**src/rtl/tick_gen_multi.sv**
```systemverilog
`default_nettype none
// +----------------------------------------------------------------------------+
// | Module   : tick_gen_multi                                                  |
// | Purpose  : Multi-channel programmable tick generator. A shared prescaler   |
// |            produces a base strobe; NCH independent channels count strobes  |
// |            up to a runtime-loadable period and emit a one-cycle tick, an   |
// |            optional toggling level and, in one-shot mode, a busy flag.     |
// | Ports    : clk, rst           - clock, asynchronous active-high reset      |
// |            cfg_we/cfg_ch      - config write strobe and target channel     |
// |            cfg_period/mode    - new period (base strobes) and mode bits    |
// |                                 (bit0 one-shot, bit1 level toggle enable)  |
// |            ch_en, start       - per-channel run enable / one-shot arm      |
// |            tick, level, busy  - per-channel outputs                        |
// |            cfg_err            - one-cycle pulse on a rejected config write |
// | Revision : 1.0 - initial release                                           |
// +----------------------------------------------------------------------------+
module tick_gen_multi #(
    parameter int NCH            = 4,
    parameter int CW             = 27,
    parameter int PRESCALE       = 1,
    parameter int DEFAULT_PERIOD = 100_000_000
) (
    input  logic                                   clk,
    input  logic                                   rst,
    input  logic                                   cfg_we,
    input  logic [((NCH > 1) ? $clog2(NCH) : 1)-1:0] cfg_ch,
    input  logic [CW-1:0]                          cfg_period,
    input  logic [1:0]                             cfg_mode,
    input  logic [NCH-1:0]                         ch_en,
    input  logic [NCH-1:0]                         start,
    output logic [NCH-1:0]                         tick,
    output logic [NCH-1:0]                         level,
    output logic [NCH-1:0]                         busy,
    output logic                                   cfg_err
);

    localparam int            c_PW         = (PRESCALE > 1) ? $clog2(PRESCALE) : 1;
    localparam logic [CW-1:0] c_DEF_PERIOD = CW'(DEFAULT_PERIOD);
    localparam logic [CW-1:0] c_ONE        = CW'(1);

    logic w_strobe;
    logic w_cfg_ch_ok;
    logic w_cfg_ok;
    logic r_cfg_err;

    // ------------------------------------------------------------------
    // Base strobe. With PRESCALE=1 there is nothing to count, so the
    // strobe is simply held high and no prescaler flops exist.
    // ------------------------------------------------------------------
    generate
        if (PRESCALE > 1) begin : g_prescale
            localparam logic [c_PW-1:0] c_PRE_LAST = c_PW'(PRESCALE - 1);
            logic [c_PW-1:0] r_pre;

            always_ff @(posedge clk or posedge rst) begin
                if (rst) begin
                    r_pre <= '0;
                end else if (r_pre == c_PRE_LAST) begin
                    r_pre <= '0;
                end else begin
                    r_pre <= r_pre + c_PW'(1);
                end
            end

            assign w_strobe = (r_pre == c_PRE_LAST);
        end else begin : g_no_prescale
            assign w_strobe = 1'b1;
        end
    endgenerate

    // ------------------------------------------------------------------
    // Config write qualification. The channel range test matters only
    // when NCH is not a power of two (otherwise every code is valid).
    // ------------------------------------------------------------------
    assign w_cfg_ch_ok = (32'(cfg_ch) < 32'(NCH));
    assign w_cfg_ok    = cfg_we && (cfg_period != '0) && w_cfg_ch_ok;

    always_ff @(posedge clk or posedge rst) begin
        if (rst) begin
            r_cfg_err <= 1'b0;
        end else begin
            r_cfg_err <= cfg_we && !w_cfg_ok;
        end
    end

    assign cfg_err = r_cfg_err;

    // ------------------------------------------------------------------
    // Channels
    // ------------------------------------------------------------------
    generate
        for (genvar gi = 0; gi < NCH; gi++) begin : g_ch
            logic [CW-1:0] r_period;
            logic [CW-1:0] r_cnt;
            logic [1:0]    r_mode;
            logic          r_tick;
            logic          r_level;
            logic          r_busy;
            logic          w_sel;
            logic          w_arm;
            logic          w_running;

            assign w_sel     = w_cfg_ok && (32'(cfg_ch) == 32'(gi));
            // A start is only meaningful for an enabled, idle one-shot.
            assign w_arm     = ch_en[gi] && r_mode[0] && !r_busy && start[gi];
            assign w_running = ch_en[gi] && (!r_mode[0] || r_busy);

            always_ff @(posedge clk or posedge rst) begin
                if (rst) begin
                    r_period <= c_DEF_PERIOD;
                    r_mode   <= 2'b00;
                    r_cnt    <= '0;
                    r_tick   <= 1'b0;
                    r_level  <= 1'b0;
                    r_busy   <= 1'b0;
                end else begin
                    r_tick <= 1'b0;
                    // Priority: config write, then disable, then arm, then count.
                    // A config write also suppresses an expiry in the same cycle.
                    if (w_sel) begin
                        r_period <= cfg_period;
                        r_mode   <= cfg_mode;
                        r_cnt    <= '0;
                        r_busy   <= 1'b0;
                    end else if (!ch_en[gi]) begin
                        r_cnt  <= '0;
                        r_busy <= 1'b0;
                    end else if (w_arm) begin
                        r_busy <= 1'b1;
                        r_cnt  <= '0;
                    end else if (w_running && w_strobe) begin
                        if (r_cnt == r_period - c_ONE) begin
                            r_cnt  <= '0;
                            r_tick <= 1'b1;
                            if (r_mode[1]) begin
                                r_level <= ~r_level;
                            end
                            // One-shot drops busy on the same edge the tick rises.
                            if (r_mode[0]) begin
                                r_busy <= 1'b0;
                            end
                        end else begin
                            r_cnt <= r_cnt + c_ONE;
                        end
                    end
                end
            end

            assign tick[gi]  = r_tick;
            assign level[gi] = r_level;
            assign busy[gi]  = r_busy;
        end
    endgenerate

endmodule
`default_nettype wire

```
**config.mk**
```make
export PLATFORM = sky130hd
export DESIGN_NAME = tick_gen_multi
export DESIGN_NICKNAME = d
export VERILOG_FILES = /design/src/rtl/tick_gen_multi.sv
export SDC_FILE = /design/constraint.sdc
export NUM_CORES = 1
export LEC_CHECK = 0
export CORE_ASPECT_RATIO = 0.8
export CORE_MARGIN = 4
export CORE_UTILIZATION = 39
export CTS_CLUSTER_DIAMETER = 120
export DETAILED_ROUTE_END_ITERATION = 7
export SETUP_SLACK_MARGIN = 0.4
export SLEW_MARGIN = 10
export SYNTH_ARGS = -nofsm -noshare
export SYNTH_HDL_FRONTEND = slang
export SYNTH_SLANG_ARGS = --single-unit
export TNS_END_PERCENT = 20
```
**constraint.sdc**
```tcl
create_clock -name clk -period 16.9 [get_ports clk]
set_input_delay 3.38 -clock clk [delete_from_list [all_inputs] [get_ports clk]]
set_output_delay 3.38 -clock clk [all_outputs]
set_load 0.005 [all_outputs]
```
==> results.cfg, run 1 <==
[critical_path]
crit_chain = clkdlybuf4s50_1, nor4_1, nand4_1, o2111ai_4, buf_4, nand3_1, nor3_1
setup.worst_path.start_class = input port
arrival_time_worst_endpoint_ps = 7060
worst_path_largest_cell_delay_ps = 810
number_of_cells_traversed_by_the_worst_register_to_register_path = 8
critPathSlowestCell = nand3_1
worst_r2r_startpoint = g_ch[3].r_period[2]$_DFFE_PP0P_
critical_path_class = in -> reg
ff2ff_setup_slack_ps = 12380
worst_ep_required_time_ps = 17350
setup.worst_path.end_class = flip-flop
cp_max_fo = 33
rr_endpoint = g_ch[3].r_cnt[20]$_DFFE_PP0P_

[clock_tree]
cts-root-buf = clkbuf_16
number_of_sinks_handled_by_clock_tree_synthesis = 237
postCtsSetupBuffers = 0
cts-buffers-inserted = 26
clk_pin_slew_ps = 60
post_cts.resized_instances = 0
holdBufCountCts = 0
cts_tree = done
clk_path_buf_depth = 3
clock_insertion_delay_worst_skew_ps = 560
cts.htree.levels = 1

[synth]
netlist.top_cell.by_area = dfrtp_1
synth-main-ff-cell = dfrtp_1
number_of_instances_in_the_synthesized_netlist = 1472
portion_of_synthesized_cell_area_occupied_by_the_leading_cell_type_pct = 32.7
synth_sequential_area_ratio_pct = 41.5
ys_async_sr_fraction_pct = 100
syn_area_um2 = 14400
synth_top_family_by_area = simple AND/OR/NAND/NOR gates
synth_nets = 1522
synth.area.mux_share_pct = 10.1
synth.top_cells.by_area = dfrtp_1, mux2_2, dfstp_2
synth-simple-area-share_pct = 22.5
yosys_warnings = 0
netlist-cell-type-count = 76
synth-edff-count = 0
xor_xnor_fraction_of_synth_area_pct = 14.3
adder_cell_area_share_of_the_yosys_netlist_pct = 0.693
synth.avg_cell_area_um2 = 9.81
ys_ff_latch = 237
compound_gate_portion_of_the_synthesized_area_pct = 7.36

[floorplanning]
placeable_area_um2 = 36200
floorplan.die.width_um = 223
std_cell_rows = 62
design.die.area_um2 = 40200
floorplan.die.height_um = 180
start_util_pct = 39.9
io_pins = 55

[global_routing]
grt_pass1_wl_um = 62600
grt.total_usage_pct = 19.0
first_global_vias = 10900
largest_net_degree_at_the_start_of_global_routing = 113
grt_overflow_total = 0
antenna_found_initial = 3

[sta]
finClkSkew_ps = 17.9
fmax_ghz = 0.151
final_period_minus_worst_setup_slack_ps = 6610
grt_setup_unrepaired = no
finalCritPeriodShare_pct = 39.1
final_hold_viol_count = 0
final-max-slew-violation-count = 0
timing_worst_slew_pin_value_ps = 1130
setup_tns_ps = 0
slew-limit-headroom_pct = 24.8
setup_violations = 0

[min_path]
hold_path_startpoint = g_ch[0].r_level$_DFFE_PP0P_
holdCritPathClass = reg -> reg
whs_path_depth = 1
worstHoldEndpoint = g_ch[0].r_level$_DFFE_PP0P_

[power_and_ir_drop]
worst_ir_drop_vdd_uv = 74.8
power_switching_w = 0.000503
net_sw_share_pct = 30.0
power.share.combinational_pct = 18.3
intPower_w = 0.00117
clockPowerShare_pct = 37.4
power_density_nw_per_um2 = 103
total_leakage_power_nw = 6.25
p_seq_share_pct = 44.3

[cells_and_area]
drive_above_1_share_pct = 16.3
final_net_count = 1537
antennaDiodeCount = 0
area.growth.synth_to_final_pct = 12.8
final-instance-count-excl-fill = 1987

[run]
number_of_violations_of_the_max_capacitance_limit = 0

[drt]
avgRoutedWirePerCell_um = 19.5
first_iter_violations = 880
routed_wirelength_um = 38700
drt_via_density = 5.70
detailedRoute.firstPassIterationCount = 5
route.antenna.remaining_nets = 0
detail_route.drc_violations = 0
num_vias = 11300

[placement]
routability_cong = 0.878
placed_cells_incl_taps = 1939
placement.io_buffers = 54
hpwl_um = 28200

[status]
outcome = completed
[power by group through the flow]
| stage | Sequential (W) | Clock [W] | Combinational [W] |
|---|---|---|---|
| after floorplan | 0.000701 | 0 | 0.000255 |
| after global routing | 0.000753 | 0.000667 | 0.000340 |
| after CTS | 0.000741 | 0.000642 | 0.000308 |
| after detailed placement | 0.000750 | 0 | 0.000305 |
| after global placement | 0.000749 | 0 | 0.000297 |
| final | 0.000744 | 0.000627 | 0.000307 |
[kinds of logic (layout without fill, tap and decap cells)]
logic type               after synthesis  after routing
adder cells (fa/ha/maj)                8              8
AND/OR/NAND/NOR                      609            609
multiplexers                         131            131
XOR/XNOR                             235            235
AO/OA/AOI/OAI                        141            141
flip-flops                           237            237
buffers and inverters                111            146
[registers in the layout, indices dropped and copies added, names as in the netlist]
name and flops:
g_ch.r_cnt 108, g_ch.r_period 108, g_ch.r_mode 8, g_ch.r_busy 4
g_ch.r_level 4, g_ch.r_tick 4, cfg_err 1
[worst max path at each step]
stage	start	endpoint	slack [ps]	cells past startpoint
after floorplan	rst	cfg_err$_DFF_PP0_	7100	1
after global placement	cfg_period[17]	g_ch[1].r_cnt[2]$_DFFE_PP0P_	9890	7
after detailed placement	cfg_period[18]	g_ch[1].r_cnt[25]$_DFFE_PP0P_	9830	7
after CTS	cfg_period[18]	g_ch[1].r_cnt[25]$_DFFE_PP0P_	10400	7
after global routing	cfg_period[18]	g_ch[1].r_cnt[2]$_DFFE_PP0P_	10050	7
final	cfg_period[18]	g_ch[1].r_cnt[25]$_DFFE_PP0P_	10290	7
[layout by cell type (no fill, tap or decap), types with 33 or more instances in the layout]
master / count
clkdlybuf4s50_1: 54
dfrtp_1: 189
dfstp_2: 48
inv_1: 33
mux2_2: 122
nand2_1: 95
nand3_1: 53
nand4_1: 43
nor2_1: 142
nor3_1: 77
nor4_1: 45
xnor2_1: 119
xor2_1: 116
[metal layers]
metal	up-vias	global-route usage, %	share of wire, %
li1	5338	-	-
met1	5677	30.0	51
met2	266	28.1	43
met3	43	2.64	5.1
met4	0	3.08	1.4
met5	-	0	0
[metrics by stage]
stage | hold WS (ps) | setup slack (ps) | power, W | area (µm²) | utilization [%]
after floorplan | 443 | 7100 | 0.000956 | 14400 | -
after global placement | 461 | 9890 | 0.00105 | 15400 | 42.4
after detailed placement | 463 | 9830 | 0.00106 | 15400 | 42.4
after CTS | 471 | 10400 | 0.00169 | 16300 | 45.0
after global routing | 495 | 10050 | 0.00176 | 16300 | 45.0
final | 466 | 10290 | 0.00168 | 16300 | 45.0
[critical path, delay by kind of cell]
kind                   cells  cell delay [ps]
and+or+nand+nor            4             2390
AOI/OAI and AO/OA          1              330
buffers and inverters      2              930
[cells in the mapped netlist, drive strengths merged, types with 10 or more instances]
cell type,n
dfrtp,189
nor2,142
mux2,122
xnor2,119
xor2,116
nand2,95
nor3,77
nand3,53
clkbuf,48
dfstp,48
nor4,46
nand4,45
inv,34
buf,29
a21oi,21
and3,21
or3,20
o21ai,19
nor2b,18
or4,18
nand2b,14
and4,13
a2111oi,10
a31oi,10
o2111ai,10
[final cells by class]
| cell class | instances | area, µm² |
|---|---|---|
| Multi-Input combinational cell | 1124 | 8010 |
| Sequential cell | 237 | 5990 |
| Timing Repair Buffer | 64 | 616 |
| Clock inverter | 8 | 146 |
| Inverter | 34 | 135 |
| Tap cell | 480 | 601 |
| Fill cell | 3463 | 19900 |
| Clock buffer | 40 | 795 |
(Power assumes the default switching activity.)
==> run 2, diff against run 1 <==
Clock period 16.9 ns to 6.65 ns, I/O delays scaled along.
==> results.cfg, run 2 (synthesis gave the netlist of run 1 again) <==
[drt]
avgRoutedWirePerCell_um = 19.2
num_vias = 11200
route.antenna.remaining_nets = 0
detail_route.drc_violations = 0
routed_wirelength_um = 38100
detailedRoute.firstPassIterationCount = 5
drt_via_density = 5.66
first_iter_violations = 830

[cells_and_area]
filler_cell_count = 3413
post-route-util_pct = 44.8
design_area_um2 = 16200
area.growth.synth_to_final_pct = 12.5
largest_registers = g_ch.r_cnt (108), g_ch.r_period (108), g_ch.r_mode (8)
final_net_count = 1537
final_cell_mix = dfrtp_1, nor2_1, mux2_2
layout.cells.most_common = dfrtp_1
final-instance-count-excl-fill = 1988
drive_above_1_share_pct = 16.3

[floorplanning]
io_pins = 55
floorplan.die.width_um = 223
floorplan.die.height_um = 180
std_cell_rows = 62
start_util_pct = 39.9
placeable_area_um2 = 36200
design.die.area_um2 = 40200

[critical_path]
worst_ep_required_time_ps = 7040
critical_path_class = reg -> reg
setup.worst_path.start_class = flip-flop
arrival_time_worst_endpoint_ps = 4850
setup.worst_path.end_class = flip-flop
cp_max_fo = 25

[power_and_ir_drop]
p_seq_share_pct = 45.3
power.share.combinational_pct = 18.9
total_leakage_power_nw = 6.23
intPower_w = 0.00289
worst_ir_drop_vdd_uv = 293
clockPowerShare_pct = 35.8
power_density_nw_per_um2 = 255
power_switching_w = 0.00125
net_sw_share_pct = 30.2

[sta]
grt_setup_unrepaired = no
finClkSkew_ps = 28.9
setup_tns_ps = 0
setup_violations = 0
timing_worst_slew_pin_value_ps = 1130
final_hold_viol_count = 0
fmax_ghz = 0.224
slew-limit-headroom_pct = 24.4
finalCritPeriodShare_pct = 67.1
final-max-slew-violation-count = 0
final_period_minus_worst_setup_slack_ps = 4460

[global_routing]
largest_net_degree_at_the_start_of_global_routing = 188
grt.total_usage_pct = 18.6
grt_overflow_total = 0
grt_pass1_wl_um = 61400
first_global_vias = 10800
antenna_found_initial = 1

[clock_tree]
postCtsSetupBuffers = 0
holdBufCountCts = 0
number_of_sinks_handled_by_clock_tree_synthesis = 237
post_cts.resized_instances = 0
cts-buffers-inserted = 26
cts.htree.levels = 1
cts_tree = done
clk_path_buf_depth = 3
clk_pin_slew_ps = 60
clock_insertion_delay_worst_skew_ps = 560
cts-root-buf = clkbuf_16

[placement]
hpwl_um = 27600
placement.cell_area_um2 = 15400
routability_cong = 0.872
placed_cells_incl_taps = 1939
placement.io_buffers = 54

[min_path]
holdCritPathClass = reg -> reg

[run]
number_of_violations_of_the_max_capacitance_limit = 0

[status]
outcome = completed
-- run 2: cell types whose count changed in the layout (fill, tap and decap cells not counted), sizes merged --
cell    delta
diode      +1
clkinv     +3
bufinv     -2
inv        -1
-- run 2: path summary, 6_finish.rpt --
check                                                start  slack, ps                      endpoint  depth (start not counted)
setup reg to reg           g_ch[3].r_period[0]$_DFFE_PP0P_       2190  g_ch[3].r_cnt[2]$_DFFE_PP0P_                          8
hold reg to reg                g_ch[0].r_level$_DFFE_PP0P_        460   g_ch[0].r_level$_DFFE_PP0P_                          1
setup / recovery           g_ch[3].r_period[0]$_DFFE_PP0P_       2190  g_ch[3].r_cnt[2]$_DFFE_PP0P_                          8
min in group asynchronous                              rst       1310             cfg_err$_DFF_PP0_                          3
hold / removal                 g_ch[0].r_level$_DFFE_PP0P_        460   g_ch[0].r_level$_DFFE_PP0P_                          1
max in group asynchronous                              rst       4430  g_ch[2].r_cnt[7]$_DFFE_PP0P_                          3
-- run 2: through the flow --
step                setup slack, ps  power (W)  hold WS (ps)
floorplan                      2250    0.00243           443
global placement               2060    0.00265           457
detailed placement             1980    0.00267           457
CTS                            2180    0.00417           467
global route                   1870    0.00435           469
finish                         2190    0.00414           460
-- run 2: final cells by class --
type,count,area [µm²],share of cell area (%)
Tap cell,480,601,3.70
Sequential cell,237,5990,36.9
Clock inverter,8,101,0.624
Antenna cell,1,2.50,0.0154
Inverter,34,131,0.809
Multi-Input combinational cell,1124,8020,49.3
Clock buffer,40,773,4.76
Timing Repair Buffer,64,628,3.87
-- run 2: power groups by stage --
stage / clock network, W / logic (W) / registers [W]
after floorplan: 0 / 0.000648 / 0.00178
after global placement: 0 / 0.000757 / 0.00189
after detailed placement: 0 / 0.000775 / 0.00189
after CTS: 0.00152 / 0.000780 / 0.00187
after global routing: 0.00158 / 0.000863 / 0.00190
final: 0.00148 / 0.000780 / 0.00188
-- run 2: worst max-delay path: stages, from the launching register on --
cell and delay, ps:
dfrtp_1 430, or4_1 660, nor4_1 660, and4_1 300, o21bai_1 70, a2111oi_0 570
nand4_1 450, o2111ai_2 1000, nor2_1 130
-- run 2: routing by layer --
metal  GRT usage, %  up-vias  part of all wire [%]
met4           3.62        0                   1.7
met1           28.4     5575                    50
li1               -     5337                     -
met3           3.76       36                   6.1
met5          0.597        -                     0
met2           27.3      295                    43
==> run 3, diff against run 2 <==
Clock period 6.65 ns to 4.03 ns, I/O delays scaled along.
==> results.cfg, run 3 (synthesis gave the netlist of run 1 again) <==
[global_routing]
grt.total_usage_pct = 19.4
first_global_vias = 11100
antenna_found_initial = 4
largest_net_degree_at_the_start_of_global_routing = 111
grt_pass1_wl_um = 63600
grt_overflow_total = 0

[clock_tree]
cts-buffers-inserted = 26
clk_path_buf_depth = 3
holdBufCountCts = 0
clock_insertion_delay_worst_skew_ps = 550
clk_pin_slew_ps = 60
number_of_sinks_handled_by_clock_tree_synthesis = 237
cts_tree = done
cts.htree.levels = 1
cts-root-buf = clkbuf_16

[sta]
final_hold_viol_count = 0
fmax_ghz = 0.281
finClkSkew_ps = 14.0
setup_violations = 0
finalCritPeriodShare_pct = 88.4
fin_worst_hold_slack_ps = 470
grt_setup_unrepaired = yes
setup_tns_ps = 0
timing_worst_slew_pin_value_ps = 773
final-max-slew-violation-count = 0
slew-limit-headroom_pct = 48.0
final_period_minus_worst_setup_slack_ps = 3560

[min_path]
hold_path_startpoint = g_ch[0].r_level$_DFFE_PP0P_
holdCritPathClass = reg -> reg

[cells_and_area]
filler_cell_count = 3334
final_cell_mix = dfrtp_1, nor2_1, mux2_2
design_area_um2 = 17100
drive_above_1_share_pct = 21.7
area.growth.synth_to_final_pct = 18.5
largest_registers = g_ch.r_cnt (108), g_ch.r_period (108), g_ch.r_mode (8)
final-instance-count-excl-fill = 2077
layout.cells.most_common = dfrtp_1
final_net_count = 1626

[drt]
first_iter_violations = 818
num_vias = 11700
detail_route.drc_violations = 0
detailedRoute.firstPassIterationCount = 5
drt_via_density = 5.62
routed_wirelength_um = 39800
route.antenna.remaining_nets = 0
avgRoutedWirePerCell_um = 19.1

[floorplanning]
design.die.area_um2 = 40200
io_pins = 55
placeable_area_um2 = 36200
start_util_pct = 39.9
std_cell_rows = 62
floorplan.die.height_um = 180
floorplan.die.width_um = 223

[placement]
hpwl_um = 29000
placement.io_buffers = 54
placement.cell_area_um2 = 16000
routability_cong = 0.897
placed_cells_incl_taps = 2015

[status]
outcome = completed

[power_and_ir_drop]
total_leakage_power_nw = 6.71
power_density_nw_per_um2 = 411
worst_ir_drop_vdd_uv = 332

[critical_path]
timing.critical_path.from = g_ch[3].r_period[0]$_DFFE_PP0P_
crit_path_frequent_cell = buf_4
crit_chain = inv_1, ha_2, or4b_2, o32a_1, a2111oi_4, o2111ai_2, a211oi_2, nand4_1, buf_4, nor3_4, buf_4, xor2_1
setup.worst_path.start_class = flip-flop
cp_top_family = compound AO/OA/AOI/OAI gates
critPathSlowestCell = or4b_2
setup.worst_path.end_class = flip-flop
worst_r2r_startpoint = g_ch[3].r_period[0]$_DFFE_PP0P_
arrival_time_worst_endpoint_ps = 4030
worst_path_largest_cell_delay_ps = 650
cp_max_fo = 6
worst_ep_required_time_ps = 4500
critical_path_class = reg -> reg
timing.critical_path.buf_inv = 3

[run]
number_of_violations_of_the_max_capacitance_limit = 0
==> run 3: changes by cell type in the layout (fill, tap and decap cells not counted), moves of 3 or more <==
cell	change
ha_2	+3
clkbuf_1	-3
buf_4	+79
ha_1	-3
a2111oi_0	-3
buf_12	+6
==> run 3: metal layers <==
layer,track usage (%),part of all wire (%),up-vias
li1,-,-,5527
met1,29.8,49,5793
met2,28.6,43,296
met3,3.65,6.1,56
met4,4.14,2.2,0
met5,0,0,-
==> run 3: report_power, final <==
group / internal [W] / switching [W]
Clock: 0.00151 / 0.00102
Sequential: 0.00269 / 0.000377
Combinational: 0.000707 / 0.000721
==> run 3: timing repair <==
item,CTS,global route
gates resized for setup,6,14
gates cloned,2,0
setup buffers,8,3
endpoints found under the setup margin,77,83
pin swaps,5,5
==> run 3: final timing paths <==
check	end	slack, ps	cells past startpoint
min in group asynchronous	g_ch[3].r_period[4]$_DFFE_PP0P_	770	3
worst max-delay path	g_ch[3].r_level$_DFFE_PP0P_	470	12
max in group asynchronous	g_ch[1].r_cnt[1]$_DFFE_PP0P_	2730	3
worst min register to register	g_ch[0].r_level$_DFFE_PP0P_	470	1
worst min-delay path	g_ch[0].r_level$_DFFE_PP0P_	470	1
worst max register to register	g_ch[3].r_level$_DFFE_PP0P_	470	12
==> run 3: metrics by stage <==
stage	utilization [%]	setup slack [ps]	total power (W)
after floorplan	-	157	0.00401
after global placement	44.1	219	0.00444
after detailed placement	44.1	122	0.00447
after CTS	47.0	366	0.00706
after global routing	47.2	358	0.00737
final	47.2	468	0.00704
==> run 3: worst register-to-register path, cell delays in order (launching register included) <==
cell and delay, ps:
dfrtp_1 430, inv_1 80, ha_2 220, or4b_2 650, o32a_1 360, a2111oi_4 360
o2111ai_2 230, a211oi_2 250, nand4_1 220, buf_4 240, nor3_4 160, buf_4 150
xor2_1 140
==> run 3: layout make-up <==
type | instances | area, µm² | share of cell area [%]
inverters | 34 | 131 | 0.768
multi-input cells | 1126 | 8110 | 47.4
repair buffers | 151 | 1360 | 7.97
clock buffers | 40 | 815 | 4.76
clock inverters | 8 | 95.1 | 0.556
well taps | 480 | 601 | 3.51
diodes | 1 | 2.50 | 0.0146
flip-flops and latches | 237 | 5990 | 35.0
